### src/rtl/display_pkg.sv
// Shared types, constants and helpers for the display scan controller.
package display_pkg;

  localparam int         NUM_DIGITS = 4;
  localparam logic [3:0] BCD_MAX    = 4'd9;

  typedef enum logic {
    ST_EMPTY,
    ST_PENDING
  } wr_state_t;

  // Extract BCD digit idx (0 = least significant nibble) from a packed word.
  function automatic logic [3:0] nibble(input logic [4*NUM_DIGITS-1:0] data,
                                        input logic [1:0]              idx);
    return data[{idx, 2'b00} +: 4];
  endfunction

endpackage

### src/rtl/display_scan_ctrl_if.sv
// Write-side handshake between game logic (master) and the scan controller (slave).
interface display_scan_ctrl_if;

  logic                                 wr_en;
  logic [4*display_pkg::NUM_DIGITS-1:0] wr_data;
  logic [display_pkg::NUM_DIGITS-1:0]   wr_dp;
  logic [display_pkg::NUM_DIGITS-1:0]   wr_blank;
  logic [display_pkg::NUM_DIGITS-1:0]   wr_blink;
  logic                                 wr_ready;

  modport master (
    output wr_en, wr_data, wr_dp, wr_blank, wr_blink,
    input  wr_ready
  );

  modport slave (
    input  wr_en, wr_data, wr_dp, wr_blank, wr_blink,
    output wr_ready
  );

endinterface

### src/rtl/display_scan_ctrl_prescaler.sv
// Free-running divider producing a one-cycle tick every DIV clocks; also used for game timing.
module refresh_prescaler #(
  parameter int DIV = 100000
) (
  input  logic src_clk,
  input  logic src_rst_n,
  output logic tick
);

  localparam int            CNT_W = (DIV > 1) ? $clog2(DIV) : 1;
  localparam logic [CNT_W-1:0] LAST = CNT_W'(DIV - 1);

  logic [CNT_W-1:0] count_q, count_d;

  // Tick on the last count of the period, then restart from zero.
  always_comb begin
    tick    = (count_q == LAST);
    count_d = tick ? '0 : count_q + 1'b1;
  end

  // Counter register.
  always_ff @(posedge src_clk or negedge src_rst_n) begin
    if (!src_rst_n) count_q <= '0;
    else            count_q <= count_d;
  end

endmodule

### src/rtl/display_scan_ctrl.sv
// Digit scan sequencer with double-buffered BCD word, per-digit blanking and blinking.
module display_scan_ctrl
  import display_pkg::*;
#(
  parameter int TICK_DIV     = 100000,
  parameter int BLINK_FRAMES = 64
) (
  input  logic               src_clk,
  input  logic               src_rst_n,
  display_scan_ctrl_if.slave wr,
  output logic [1:0]         select,
  output logic [3:0]         digit_val,
  output logic               dp,
  output logic               blank,
  output logic               frame_start
);

  localparam int                   BLINK_W    = (BLINK_FRAMES > 1) ? $clog2(BLINK_FRAMES) : 1;
  localparam logic [BLINK_W-1:0]   BLINK_LAST = BLINK_W'(BLINK_FRAMES - 1);

  logic tick;
  logic wrap;

  wr_state_t state_q, state_d;

  logic [4*NUM_DIGITS-1:0] pend_data_q, pend_data_d, act_data_q, act_data_d;
  logic [NUM_DIGITS-1:0]   pend_dp_q, pend_dp_d, act_dp_q, act_dp_d;
  logic [NUM_DIGITS-1:0]   pend_blank_q, pend_blank_d, act_blank_q, act_blank_d;
  logic [NUM_DIGITS-1:0]   pend_blink_q, pend_blink_d, act_blink_q, act_blink_d;

  logic [1:0]         select_q, select_d;
  logic [3:0]         digit_val_q, digit_val_d;
  logic               dp_q, dp_d;
  logic               blank_q, blank_d;
  logic               frame_start_q, frame_start_d;
  logic [BLINK_W-1:0] frame_cnt_q, frame_cnt_d;
  logic               phase_q, phase_d;
  logic [3:0]         slot_nib;
  logic               slot_blank;

  refresh_prescaler #(.DIV(TICK_DIV)) u_prescaler (
    .src_clk   (src_clk),
    .src_rst_n (src_rst_n),
    .tick      (tick)
  );

  assign wrap        = tick & (select_q == 2'd3);
  assign wr.wr_ready = (state_q == ST_EMPTY);
  assign select      = select_q;
  assign digit_val   = digit_val_q;
  assign dp          = dp_q;
  assign blank       = blank_q;
  assign frame_start = frame_start_q;

  // Write FSM: capture into the shadow bank when empty, publish to the active bank at the frame wrap.
  always_comb begin
    state_d      = state_q;
    pend_data_d  = pend_data_q;
    pend_dp_d    = pend_dp_q;
    pend_blank_d = pend_blank_q;
    pend_blink_d = pend_blink_q;
    act_data_d   = act_data_q;
    act_dp_d     = act_dp_q;
    act_blank_d  = act_blank_q;
    act_blink_d  = act_blink_q;
    case (state_q)
      ST_EMPTY: begin
        if (wr.wr_en) begin
          pend_data_d  = wr.wr_data;
          pend_dp_d    = wr.wr_dp;
          pend_blank_d = wr.wr_blank;
          pend_blink_d = wr.wr_blink;
          state_d      = ST_PENDING;
        end
      end
      ST_PENDING: begin
        if (wrap) begin
          act_data_d  = pend_data_q;
          act_dp_d    = pend_dp_q;
          act_blank_d = pend_blank_q;
          act_blink_d = pend_blink_q;
          state_d     = ST_EMPTY;
        end
      end
      default: state_d = ST_EMPTY;
    endcase
  end

  // Scan advance, blink timing and the coherent output stage, all loaded from next-state values.
  always_comb begin
    select_d      = select_q;
    digit_val_d   = digit_val_q;
    dp_d          = dp_q;
    blank_d       = blank_q;
    frame_start_d = 1'b0;
    frame_cnt_d   = frame_cnt_q;
    phase_d       = phase_q;
    if (wrap) begin
      frame_start_d = 1'b1;
      if (frame_cnt_q == BLINK_LAST) begin
        frame_cnt_d = '0;
        phase_d     = ~phase_q;
      end else begin
        frame_cnt_d = frame_cnt_q + 1'b1;
      end
    end
    if (tick) select_d = select_q + 2'd1;
    slot_nib   = nibble(act_data_d, select_d);
    slot_blank = act_blank_d[select_d] | (act_blink_d[select_d] & phase_d) | (slot_nib > BCD_MAX);
    if (tick) begin
      digit_val_d = slot_nib;
      blank_d     = slot_blank;
      dp_d        = act_dp_d[select_d] & ~slot_blank;
    end
  end

  // State, register banks and output registers.
  always_ff @(posedge src_clk or negedge src_rst_n) begin
    if (!src_rst_n) begin
      state_q       <= ST_EMPTY;
      pend_data_q   <= '0;
      pend_dp_q     <= '0;
      pend_blank_q  <= '0;
      pend_blink_q  <= '0;
      act_data_q    <= '0;
      act_dp_q      <= '0;
      act_blank_q   <= '1;
      act_blink_q   <= '0;
      select_q      <= 2'd0;
      digit_val_q   <= 4'd0;
      dp_q          <= 1'b0;
      blank_q       <= 1'b1;
      frame_start_q <= 1'b0;
      frame_cnt_q   <= '0;
      phase_q       <= 1'b0;
    end else begin
      state_q       <= state_d;
      pend_data_q   <= pend_data_d;
      pend_dp_q     <= pend_dp_d;
      pend_blank_q  <= pend_blank_d;
      pend_blink_q  <= pend_blink_d;
      act_data_q    <= act_data_d;
      act_dp_q      <= act_dp_d;
      act_blank_q   <= act_blank_d;
      act_blink_q   <= act_blink_d;
      select_q      <= select_d;
      digit_val_q   <= digit_val_d;
      dp_q          <= dp_d;
      blank_q       <= blank_d;
      frame_start_q <= frame_start_d;
      frame_cnt_q   <= frame_cnt_d;
      phase_q       <= phase_d;
    end
  end

endmodule

### src/flat_wrapper.sv
// flat-port wrapper written by rule: the top's interface ports become plain ports
module display_scan_ctrl_flat import display_pkg::*;
#(
  parameter int TICK_DIV     = 100000,
  parameter int BLINK_FRAMES = 64
)
  (src_clk, src_rst_n, select, digit_val, dp, blank, frame_start, wr_wr_en, wr_wr_data, wr_wr_dp, wr_wr_blank, wr_wr_blink, wr_wr_ready);
  display_scan_ctrl_if wr_i ();
  input  logic src_clk;
  input  logic src_rst_n;
  output logic [1:0] select;
  output logic [3:0] digit_val;
  output logic dp;
  output logic blank;
  output logic frame_start;
  input wire logic [$bits(wr_i.wr_en)-1:0] wr_wr_en;
  input wire logic [$bits(wr_i.wr_data)-1:0] wr_wr_data;
  input wire logic [$bits(wr_i.wr_dp)-1:0] wr_wr_dp;
  input wire logic [$bits(wr_i.wr_blank)-1:0] wr_wr_blank;
  input wire logic [$bits(wr_i.wr_blink)-1:0] wr_wr_blink;
  output wire logic [$bits(wr_i.wr_ready)-1:0] wr_wr_ready;
  assign wr_i.wr_en = wr_wr_en;
  assign wr_i.wr_data = wr_wr_data;
  assign wr_i.wr_dp = wr_wr_dp;
  assign wr_i.wr_blank = wr_wr_blank;
  assign wr_i.wr_blink = wr_wr_blink;
  assign wr_wr_ready = wr_i.wr_ready;
  display_scan_ctrl #(.TICK_DIV(TICK_DIV), .BLINK_FRAMES(BLINK_FRAMES)) u_core (.src_clk(src_clk), .src_rst_n(src_rst_n), .wr(wr_i), .select(select), .digit_val(digit_val), .dp(dp), .blank(blank), .frame_start(frame_start));
endmodule
### config.mk
export PLATFORM = sky130hd
export DESIGN_NAME = display_scan_ctrl_flat
export DESIGN_NICKNAME = d
export VERILOG_FILES = /design/src/rtl/display_pkg.sv /design/src/rtl/display_scan_ctrl_if.sv /design/src/rtl/display_scan_ctrl_prescaler.sv /design/src/rtl/display_scan_ctrl.sv /design/src/flat_wrapper.sv
export SDC_FILE = /design/constraint.sdc
export NUM_CORES = 1
export LEC_CHECK = 0
export BUFFER_PORTS_ARGS = -buffer_cell sky130_fd_sc_hd__buf_4
export CORE_MARGIN = 4
export CORE_UTILIZATION = 52
export CTS_BUF_LIST = sky130_fd_sc_hd__clkbuf_16
export CTS_CLUSTER_SIZE = 12
export DETAILED_ROUTE_END_ITERATION = 12
export GPL_TIMING_DRIVEN = 0
export PLACE_DENSITY = 0.75
export SLEW_MARGIN = 20
export SYNTH_ARGS = -nofsm -noshare
export SYNTH_HDL_FRONTEND = slang
export SYNTH_SLANG_ARGS = --single-unit
### constraint.sdc
create_clock -name src_clk -period 2.8 [get_ports src_clk]
set_input_delay 0.28 -clock src_clk [delete_from_list [all_inputs] [get_ports src_clk]]
set_output_delay 0.28 -clock src_clk [all_outputs]
set_load 0.02 [all_outputs]
# == Word level (Yosys, flattened, before mapping) ==
# Cells that the tools add are included.
# op_classes
addsub,3
n_lt_le_gt_ge,2
n_bitwise,8
shifts,1
n_eq_ne,3
n_reduce_logical,1
n_mux,23
# op_table
cell,n
16-bit two-way mux,2
4-bit two-way mux,6
"17-bit by 1-bit adder with 17-bit output, second input constant",1
"17-bit == test, second input constant",1
17-bit two-way mux,1
16-bit by 5-bit variable part select with 4-bit output,1
1-bit two-way mux,8
"6-bit by 1-bit adder with 6-bit output, second input constant",1
1-bit binary-select mux with 2-bit select,3
"6-bit == test, second input constant",1
6-bit two-way mux,1
"4-bit greater-than comparator, second input constant",1
1-bit AND,3
"2-bit by 3-bit < comparator with 1-bit output, second input constant",1
1-bit NOT,3
"2-bit by 1-bit adder with 2-bit output, second input constant",1
"2-bit == test, second input constant",1
2-bit two-way mux,1
1-bit OR,2
1-bit case mux with 2 select lines,1
2-bit AND reduction,1
# totals
out_inout_bits,10
input_bits,31
wordCells,58
regBits,90

# == Logic depth before layout (Yosys ltp) ==
# Gate-level depths: netlist (run 1).
# depth
ltp_word,11
mapped_depth,11

# == By module ==
# From an unflattened synthesis (run 1), not the netlist that was laid out.
# hier_totals
hier_cells,328
area_unflattened_um2,4161.5
# modules_own_cells
module,seq_area_each_um2,cells_per_inst,area_each_um2,n_inst
display_scan_ctrl,1833.0,254,3368.2,1
refresh_prescaler,425.4,74,793.3,1

# == Worst setup path before layout (run 1) ==
# No wires, ideal clock.
# synth_timing
path_kind,flip-flop to flip-flop
from,register u_core.u_prescaler.count_q[0]
to,register u_core.dp_q (netlist: u_core.dp)
synth_period_minus_slack_ps,2839
arrival_time_ps,2775
slack_ps,-39
path_buffers,1
path_stages_with_launch,11
setup_time_ps,64
t_required_ps,2736
cell_sequence,dfrtp_1 -> ha_1 -> nand4_1 -> or4_4 -> nor3_4 -> buf_6 -> mux2_2 -> and2_1 -> o311a_1 -> a211oi_2 -> a21o_1
# synth_via
elab_chain_cells,11
elab_cells_between_ends,25
classes_between,1 x order compare; 1 x eq/ne; 1 x shift; 16 x mux; 6 x bitwise
# synth_rtl
item,line,rtl
start: declaration,display_scan_ctrl_prescaler.sv:13,"logic [CNT_W-1:0] count_q, count_d;"
start signal: assignment,display_scan_ctrl_prescaler.sv:24,else count_q <= count_d;
17-bit == test,display_scan_ctrl_prescaler.sv:17,tick = (count_q == LAST);
1-bit AND,display_scan_ctrl.sv:47,assign wrap = tick & (select_q == 2'd3);
4-bit two-way mux,display_scan_ctrl.sv:77,if (wrap) begin
4-bit two-way mux,display_scan_ctrl.sv:66,case (state_q)
named net u_core.act_blink_d[3],display_scan_ctrl.sv:29,"logic [NUM_DIGITS-1:0] pend_blink_q, pend_blink_d, act_blink_q, act_blink_d;"
1-bit binary-select mux with 2-bit select,display_scan_ctrl.sv:109,slot_blank = act_blank_d[select_d] | (act_blink_d[select_d] & phase_d) | (slot_nib > BCD_MAX);
1-bit two-way mux (implied by the code),display_scan_ctrl.sv:109,
1-bit AND,display_scan_ctrl.sv:109,
1-bit OR (2 in series),display_scan_ctrl.sv:109,
1-bit NOT,display_scan_ctrl.sv:113,dp_d = act_dp_d[select_d] & ~slot_blank;
1-bit AND,display_scan_ctrl.sv:113,
end signal: assignment,display_scan_ctrl.sv:148,dp_q <= dp_d;
end: declaration,display_scan_ctrl.sv:33,"logic dp_q, dp_d;"
# The timed path passes the listed nets, and every way through them passes these cells. The select of a mux whose other input is x is not followed.
# A chain may end at the register's enable or synchronous reset.

# == Final worst setup path (run 1) ==
# layout_timing
from,register u_core.u_prescaler.count_q[8]
to,register u_core.dp_q (netlist: u_core.dp)
# layout_via
elab_cells_between_ends,25
classes_between,1 x order compare; 1 x eq/ne; 1 x shift; 16 x mux; 6 x bitwise
# layout_lines
item,line,rtl
17-bit == test,display_scan_ctrl_prescaler.sv:17,
1-bit AND,display_scan_ctrl.sv:47,
16-bit two-way mux,display_scan_ctrl.sv:77,
16-bit two-way mux,display_scan_ctrl.sv:66,
named net u_core.act_data_d[3],display_scan_ctrl.sv:26,"logic [4*NUM_DIGITS-1:0] pend_data_q, pend_data_d, act_data_q, act_data_d;"
16-bit by 5-bit variable part select with 4-bit output,display_pkg.sv:15,"return data[{idx, 2'b00} +: 4];"
4-bit greater-than comparator,display_scan_ctrl.sv:109,
1-bit OR,display_scan_ctrl.sv:109,
1-bit NOT,display_scan_ctrl.sv:113,
1-bit AND,display_scan_ctrl.sv:113,
# The timed path passes the listed nets, and every way through them passes these cells. The select of a mux whose other input is x is not followed.

==> flow_summary.rst, run 1 <==
.. list-table::
   :header-rows: 1

   * - Metric
     - Value
   * - Number of iterations in the first detailed-routing pass
     - 4
   * - Final setup violating endpoints
     - 5
   * - Count of distinct cell types in the synthesized netlist
     - 42
   * - Cell area after layout
     - just under 5000 µm²
   * - RD Place Congestion
     - slightly above 0.8
   * - Longest individual stage delay on the worst path
     - roughly 0.52 ns
   * - Time the final worst path needs with I/O delays and setup
     - 3.018 ns
   * - Worst clock skew
     - about 0.011 ns
   * - RSZ-0062 raised after global routing
     - yes
   * - Area after detailed placement
     - about 4300 µm²
   * - Ports placed on the boundary
     - 41
   * - Final max-slew violation count
     - 0
   * - CTS buffer count
     - 9
   * - Clock tree root driver cell
     - clkbuf_16
   * - Remaining global-route overflow
     - 0
   * - Count of inserted antenna diode cells
     - 0
   * - Clock input transition at the sequential cells of the worst setup and hold paths
     - roughly 0.070 ns
   * - Post-layout net count
     - 398
   * - Via count
     - between 2000 and 2500
   * - Peak Freq
     - roughly 0.33 GHz
   * - DRT Wirelength
     - 7511 µm
   * - Overall Power
     - about 2.7 mW
   * - Floorplan die area
     - ~9000 µm²
   * - Net count of the mapped netlist
     - between 300 and 400
   * - Wire length of the first global-routing pass
     - 12310 µm
   * - Fin crit share
     - 107.8%
   * - Average detailed-routed wire length per instance
     - around 16 µm
   * - Number of global-route vias before repair
     - 2521
   * - Count of routing violations after the opening detailed-route iteration
     - 79
   * - Critical path type
     - flop to flop
   * - Setup TNS after final layout
     - -0.6332 ns
   * - Area of the placeable core
     - around 7300 µm²
   * - Initial antenna violation count
     - 0
   * - Height of the die
     - between 90 and 100 µm
   * - Avg Inst Size Synth
     - roughly 13 µm²
   * - Cell mode on critical path
     - mux2i_1
   * - Clock Path Buffers
     - 2
   * - Count of final hold-check violations
     - 0
   * - Most frequent standard cell in the layout excluding fill and tap cells
     - dfrtp_1
   * - Chip width
     - 94.33 µm
   * - Kind of end point of the critical path
     - flop
   * - Violations in the final reports
     - setup timing
   * - Floorplan row count
     - 31
   * - Power Density
     - roughly 550 nW/µm²
   * - Per-cell via count in the routed design
     - 5.165
   * - Cell chain of the critical path
     - or4b_1, or4_4, nor3_4, buf_6, buf_8, mux2_4, mux2i_1, mux2i_1, o21a_1, a211oi_2, a21o_1
   * - Share of layout cells above drive strength 1
     - about 42%
   * - Most frequent cells in the layout
     - dfrtp_1 (84), buf_4 (57), mux2_2 (42), nand2_1 (24), mux2_4 (16)
   * - Pin count of the biggest net entering global routing
     - 91
   * - Run status
     - complete, but fails checks
   * - Cell type group with the largest total delay on the critical path
     - simple AND/OR/NAND/NOR gates
   * - Instance count of the mapped netlist
     - ~300
   * - Flip-flop and latch count after synthesis
     - 90
   * - Sort of element at the start of the critical path
     - flop
   * - Static Leak
     - between 2 and 2.5 nW
   * - Yosys warns
     - 0
   * - Largest fanout on the critical path
     - 5
   * - Post-Place Worst Slack
     - -0.3417 ns
   * - Required time at the endpoint of the critical path
     - around 3 ns
   * - Total standard cell area after synthesis
     - 3875 µm²
   * - Detail Placement HPWL
     - roughly 4800 µm
   * - Final core occ
     - approximately 67%
   * - Worst hold path type
     - input port to async pin
   * - Number of hold buffers added after CTS
     - 0
   * - H-Tree Level Count
     - 3
   * - Maximum ir drop on the vdd rail
     - 0.0003073 V
   * - Share of the yosys chip area belonging to registers
     - around three fifths
   * - Total GRT Usage
     - a little under a fifth
   * - Headroom to the max-slew limit
     - 47.57%
   * - Count of unresolved DRC violations after routing
     - 0
   * - Initial core utilization
     - a little over half
   * - Worst path setup slack after routing
     - -0.2181 ns
   * - Layout area overhead
     - 25.64%
   * - Clock tree from TritonCTS
     - yes
   * - Clock Sinks
     - 90
   * - Final antenna-violating net count
     - 0
   * - Max-Cap Viols
     - 0
   * - Buffers plus inverters on the worst setup path
     - 2
   * - Number of I/O port buffers
     - 40
   * - Skew-Pair Late Insertion Delay
     - between 0.3 and 0.4 ns
   * - Worst Tran Pin Value
     - between 0.7 and 0.8 ns
   * - Critical path's slowest cell
     - or4b_1
   * - Endpoint arrival time on the critical path
     - between 3 and 4 ns
sequential cells by signal, indices dropped and copies added, names as in the netlist:
register / cells
u_core.frame_cnt_q: 6
u_core.u_prescaler.count_q: 17
u_core.state_q: 1
u_core.phase_q: 1
u_core.pend_blink_q: 4
u_core.pend_data_q: 16
u_core.act_blink_q: 4
u_core.dp: 1
u_core.pend_blank_q: 4
u_core.act_dp_q: 4
u_core.act_blank_q: 4
u_core.pend_dp_q: 4
u_core.act_data_q: 16
u_core.frame_start: 1
u_core.select: 2
u_core.digit_val: 4
u_core.blank: 1
timing repair:
| item | CTS | global route |
|---|---|---|
| gates cloned | 1 | 0 |
| resized for setup | 24 | 10 |
| pin swaps | 7 | 3 |
| setup endpoints to repair | 3 | 6 |
| setup buffers | 17 | 8 |
cell type report:
type,count,area (µm²)
fill,532,2385
sequential,90,2260
multi-input combinational,187,1623
timing repair buffer,61,476.7
clock buffer,9,225.2
tap,99,123.9
clock inverter,7,70.07
buffer,9,67.56
inverter,6,22.52
worst register-to-register path, stage by stage (launching register included):
cell and delay [ns]:
dfrtp_1 0.37, or4b_1 0.52, or4_4 0.45, nor3_4 0.25, buf_6 0.18, buf_8 0.12, mux2_4 0.30, mux2i_1 0.17
mux2i_1 0.12, o21a_1 0.15, a211oi_2 0.19, a21o_1 0.15
Yosys cell counts (all sizes together):
| library cell | n | area share [%] |
|---|---|---|
| nor4 | 2 | 0.71 |
| a22oi | 1 | 0.19 |
| or3 | 2 | 0.32 |
| and4 | 1 | 0.23 |
| o31ai | 1 | 0.19 |
| nand3 | 6 | 0.77 |
| nor2b | 2 | 0.32 |
| and2 | 6 | 0.97 |
| dfrtp | 85 | 55 |
| mux2 | 59 | 17 |
| buf | 6 | 1.5 |
| dfstp | 5 | 3.4 |
| ha | 3 | 0.97 |
| inv | 6 | 0.58 |
| and3 | 3 | 0.48 |
| nor2 | 15 | 1.5 |
| a21o | 2 | 0.39 |
| o21ai | 4 | 0.52 |
| a211o | 1 | 0.23 |
| xnor2 | 12 | 2.7 |
| or4bb | 1 | 0.29 |
| a31oi | 1 | 0.16 |
| or4 | 1 | 0.29 |
| nand4 | 6 | 0.97 |
| mux2i | 10 | 2.6 |
| nand2 | 27 | 2.6 |
| a211oi | 3 | 0.71 |
| or4b | 2 | 0.52 |
| xor2 | 7 | 1.6 |
| clkbuf | 3 | 0.29 |
| o21a | 1 | 0.19 |
| nor3 | 1 | 0.42 |
| a21oi | 4 | 0.52 |
| nand4bb | 2 | 0.58 |
| o311a | 1 | 0.26 |
cells by family (layout without fill, tap and decap cells):
family | Yosys count | after routing | synth area share [%]
xor+xnor | 19 | 19 | 4.294
fa+ha+maj | 3 | 3 | 0.9688
flops | 90 | 90 | 58.28
simple gates | 77 | 77 | 10.95
mux | 69 | 69 | 19.83
compound gates | 19 | 19 | 3.358
buf+inv | 15 | 92 | 2.325
layer usage:
| metal | share of wire, % | track usage, % | wire (µm) |
|---|---|---|---|
| met3 | 3.7 | 3.205 | 277 |
| met2 | 48 | 29.20 | 3587 |
| met4 | 1.6 | 7.220 | 118 |
| met5 | 0 | 0 | 0 |
| met1 | 47 | 24.76 | 3527 |
power by group:
part           internal (mW)  total (mW)  switching (mW)
logic                 0.0610       0.101          0.0398
registers               1.35        1.37          0.0246
clock network          0.690        1.18           0.495
total                   2.10        2.66           0.559
per-stage QoR:
step                      instances  hold WS (ns)
after floorplan                 292      -0.01559
after global routing            468       0.07401
after CTS                       465        0.1671
final                           468     0.0003629
after detailed placement        431        0.4725
after global placement          431        0.4608
worst paths after layout:
kind	from	end	slack, ns	depth (start not counted)
worst max register to register	u_core.u_prescaler.count_q[8]	u_core.dp	-0.22	11
worst min-delay path	src_rst_n	u_core.pend_blink_q[3]	0.0004	1
max in group asynchronous	src_rst_n	u_core.u_prescaler.count_q[7]	2.21	1
min in group src_clk	wr_wr_blink[2]	u_core.pend_blink_q[2]	0.17	2
worst min register to register	u_core.frame_cnt_q[5]	u_core.frame_cnt_q[5]	0.48	1
worst max-delay path	u_core.u_prescaler.count_q[8]	u_core.dp	-0.22	11
Note: power is estimated with default switching activity, not from simulation.
==> run 2, diff against run 1 <==
--- a/config.mk
+++ b/config.mk
@@ -5,14 +5,14 @@
 export SDC_FILE = /design/constraint.sdc
 export NUM_CORES = 1
 export LEC_CHECK = 0
-export BUFFER_PORTS_ARGS = -buffer_cell sky130_fd_sc_hd__buf_4
 export CORE_MARGIN = 4
-export CORE_UTILIZATION = 52
+export CORE_UTILIZATION = 56
 export CTS_BUF_LIST = sky130_fd_sc_hd__clkbuf_16
 export CTS_CLUSTER_SIZE = 12
 export DETAILED_ROUTE_END_ITERATION = 12
+export DONT_BUFFER_PORTS = 1
 export GPL_TIMING_DRIVEN = 0
-export PLACE_DENSITY = 0.75
+export PLACE_DENSITY = 0.74
 export SLEW_MARGIN = 20
 export SYNTH_ARGS = -nofsm -noshare
 export SYNTH_HDL_FRONTEND = slang
==> flow_summary.rst, run 2 (same netlist as run 1, synthesis figures left out) <==
.. list-table::
   :header-rows: 1

   * - Metric
     - Value
   * - RSZ-0062 raised after global routing
     - yes
   * - Post-layout net count
     - 350 (-12%)
   * - H-Tree Level Count
     - 3 (unchanged)
   * - Internal power component
     - 2.159 mW (+2.9%)
   * - Clock tree from TritonCTS
     - yes
   * - Endpoint arrival time on the critical path
     - 3.31 ns (about the same)
   * - Sort of element at the start of the critical path
     - flop
   * - Floorplan die area
     - 8315 µm² (-6.5%)
   * - Count of inserted antenna diode cells
     - 0 (unchanged)
   * - Number of iterations in the first detailed-routing pass
     - 4 (unchanged)
   * - Kind of end point of the critical path
     - flop
   * - Final max-slew violation count
     - 0 (unchanged)
   * - Switching share of total power
     - 19.80% (-1.2 points)
   * - Cell area after layout
     - 4462 µm² (-8.4%)
   * - Overall Power
     - 2.692 mW (+1.3%)
   * - DRT Wirelength
     - 7049 µm (-6.2%)
   * - Worst path setup slack after routing
     - -0.2394 ns (-0.02133 ns)
   * - Count of unresolved DRC violations after routing
     - 0 (unchanged)
   * - Cell chain of the critical path
     - or4b_1, or4_4, nor3_4, buf_6, mux2_4, mux2i_2, mux2i_2, o21a_1, a211oi_2, a21o_1
   * - Height of the die
     - 91.19 µm (-3.3%)
   * - Clock input transition at the sequential cells of the worst setup and hold paths
     - 0.06 ns (about the same)
   * - Average detailed-routed wire length per instance
     - 17.58 µm (+9.5%)
   * - Critical path's slowest cell
     - or4b_1
   * - Registers with the most flip-flops
     - u_core.u_prescaler.count_q (17), u_core.act_data_q (16), u_core.pend_data_q (16)
   * - Max-Cap Viols
     - 0 (unchanged)
   * - Headroom to the max-slew limit
     - 58.13% (+11 points)
   * - Ports placed on the boundary
     - 41 (unchanged)
   * - Number of global-route vias before repair
     - 2380 (-5.6%)
   * - Floorplan row count
     - 30 (-3.2%)
   * - Per-cell via count in the routed design
     - 5.633 (+9.1%)
   * - Net switching power
     - 532.9 µW (-4.7%)
   * - Critical path type
     - flop to flop
   * - Via count
     - 2259 (-6.5%)
   * - Worst Tran Pin Value
     - 0.6281 ns (-0.1584 ns)
   * - RD Place Congestion
     - 0.7577 (-6.2%)
   * - Clock tree root driver cell
     - clkbuf_16
   * - Count of routing violations after the opening detailed-route iteration
     - 99 (+25%)
   * - Chip width
     - 91.19 µm (-3.3%)
   * - CTS buffer count
     - 9 (unchanged)
   * - Final antenna-violating net count
     - 0 (unchanged)
   * - Total GRT Usage
     - 18.27% (+0.049 points)
   * - Number of standard cells in the final layout excluding fillers
     - 401 (-14%)
   * - Remaining global-route overflow
     - 0 (unchanged)
   * - Clock Path Buffers
     - 2 (unchanged)
   * - Largest fanout on the critical path
     - 5 (unchanged)
   * - Area after detailed placement
     - 3978 µm² (-7.5%)
   * - Clk network pwr share
     - 46.2% (+1.6 points)
   * - DP Cell Count
     - 372 (-14%)
   * - Wire length of the first global-routing pass
     - 11840 µm (-3.8%)
   * - Combinational fraction of design power
     - 2.7% (-1.1 points)
   * - Time the final worst path needs with I/O delays and setup
     - 3.039 ns (+0.02133 ns)
   * - Seq pwr share
     - 51.0% (-0.6 points)
   * - Violations in the final reports
     - setup timing
   * - Pin count of the biggest net entering global routing
     - 91 (unchanged)
   * - Most flops, register
     - u_core.u_prescaler.count_q
   * - Largest register FFs
     - 17 (unchanged)
   * - Maximum ir drop on the vdd rail
     - 0.0003897 V (+27%)
   * - Run status
     - complete, but fails checks
   * - Buffers plus inverters on the worst setup path
     - 1 (-1)
   * - Cell mode on critical path
     - mux2i_2
   * - GR Util met3
     - 4.805% (+1.6 points)
   * - Count of final hold-check violations
     - 0 (unchanged)
   * - Longest individual stage delay on the worst path
     - 0.49 ns (-0.03 ns)
   * - Share of layout cells above drive strength 1
     - 32.40% (-9.6 points)
   * - Power Density
     - 603.3 nW/µm² (+11%)
   * - Clock Sinks
     - 90 (unchanged)
   * - Initial core utilization
     - 57.35% (+3.9 points)
   * - Initial antenna violation count
     - 0 (unchanged)
   * - Number of I/O port buffers
     - 0 (-100%)
   * - Cell type group with the largest total delay on the critical path
     - simple AND/OR/NAND/NOR gates
   * - Skew-Pair Late Insertion Delay
     - 0.33 ns (about the same)
   * - Most frequent cells in the layout
     - dfrtp_1 (83), mux2_2 (52), nand2_1 (26), nor2_1 (15), xnor2_1 (12)
   * - Final setup violating endpoints
     - 3 (-2)
   * - Most used routing layer
     - met2
   * - Most frequent standard cell in the layout excluding fill and tap cells
     - dfrtp_1
   * - Required time at the endpoint of the critical path
     - 3.07 ns (about the same)
   * - Worst clock skew
     - 0.004883 ns (-0.006356 ns)
   * - Area of the placeable core
     - 6756 µm² (-6.8%)
   * - Peak Freq
     - 0.3290 GHz (-0.70%)
   * - Detail Placement HPWL
     - 4638 µm (-2.7%)
   * - Static Leak
     - 2.108 nW (-10%)
   * - Final core occ
     - 66.04% (-1.1 points)
   * - Grt met2 use
     - 28.39% (-0.81 points)
   * - Layout area overhead
     - 15.14%
   * - Grt met1 use
     - 23.65% (-1.1 points)
   * - Fin crit share
     - 108.6% (+0.76 points)
   * - Worst hold path type
     - input port to flop
run 2: changes by cell type in the layout (fill, tap and decap cells not counted), moves of 2 or more:
cell,delta
nand2_1,+2
mux2_4,-10
nand2_2,-2
mux2i_2,+2
buf_4,-48
mux2i_1,-2
buf_6,-2
mux2_2,+10
run 2: worst paths after layout:
| path | depth (start not counted) | start | slack [ns] | to |
|---|---|---|---|---|
| worst min register to register | 1 | u_core.frame_cnt_q[4] | 0.48 | u_core.frame_cnt_q[4] |
| max in group asynchronous | 2 | src_rst_n | 1.92 | u_core.u_prescaler.count_q[7] |
| worst max-delay path | 10 | u_core.u_prescaler.count_q[11] | -0.24 | u_core.dp |
| worst max register to register | 10 | u_core.u_prescaler.count_q[11] | -0.24 | u_core.dp |
| min in group asynchronous | 2 | src_rst_n | 0.50 | u_core.act_blink_q[2] |
| worst min-delay path | 2 | wr_wr_en | 0.08 | u_core.state_q |
run 2: area by class of cell:
class | instances | area, µm²
fillers | 502 | 2295
flip-flops and latches | 90 | 2261
multi-input cells | 187 | 1578
clock buffers | 9 | 225.2
repair buffers | 13 | 121.4
well taps | 80 | 100.1
clock inverters | 7 | 86.33
plain buffers | 9 | 67.56
inverters | 6 | 22.52
run 2: what timing repair did:
action | CTS | global route
gates cloned | 1 | 1
gates resized for setup | 5 | 10
hold endpoints to repair | 90 | 0
pin swaps | 3 | 4
buffers inserted | 8 | 2
setup endpoints to repair | 3 | 6
hold buffers | 2 | 0
run 2: through the flow:
step	TNS, ns	hold slack (ns)	setup WS [ns]
2_1_floorplan	-0.01870	-0.01559	-0.01870
6_report	-0.5758	0.08102	-0.2394
5_1_grt	-1.091	0.08341	-0.3583
4_1_cts	-0.6950	0.07662	-0.2456
3_3_place_gp	-0.6266	-0.01251	-0.2793
3_5_place_dp	-0.6945	-0.01273	-0.2982
run 2: worst register-to-register path: cells and delay by family (launching register included):
kind            cells  cell delay, ns
buf+inv             1            0.20
flops               1            0.40
compound gates      3            0.56
mux                 3            0.63
simple gates        3            1.21
run 2: power by group through the flow:
stage	Sequential [mW]	Clock (mW)	Combinational, mW
floorplan	1.39	0	0.0412
global placement	1.40	0	0.0427
detailed placement	1.40	0	0.0455
CTS	1.37	1.27	0.0766
global route	1.38	1.33	0.0857
finish	1.37	1.24	0.0740
run 2: per-layer routing:
| metal | up-vias | part of all wire, % |
|---|---|---|
| li1 | 1068 | - |
| met1 | 1137 | 46 |
| met2 | 40 | 47 |
| met3 | 14 | 4.2 |
| met4 | 0 | 3.0 |
| met5 | - | 0 |
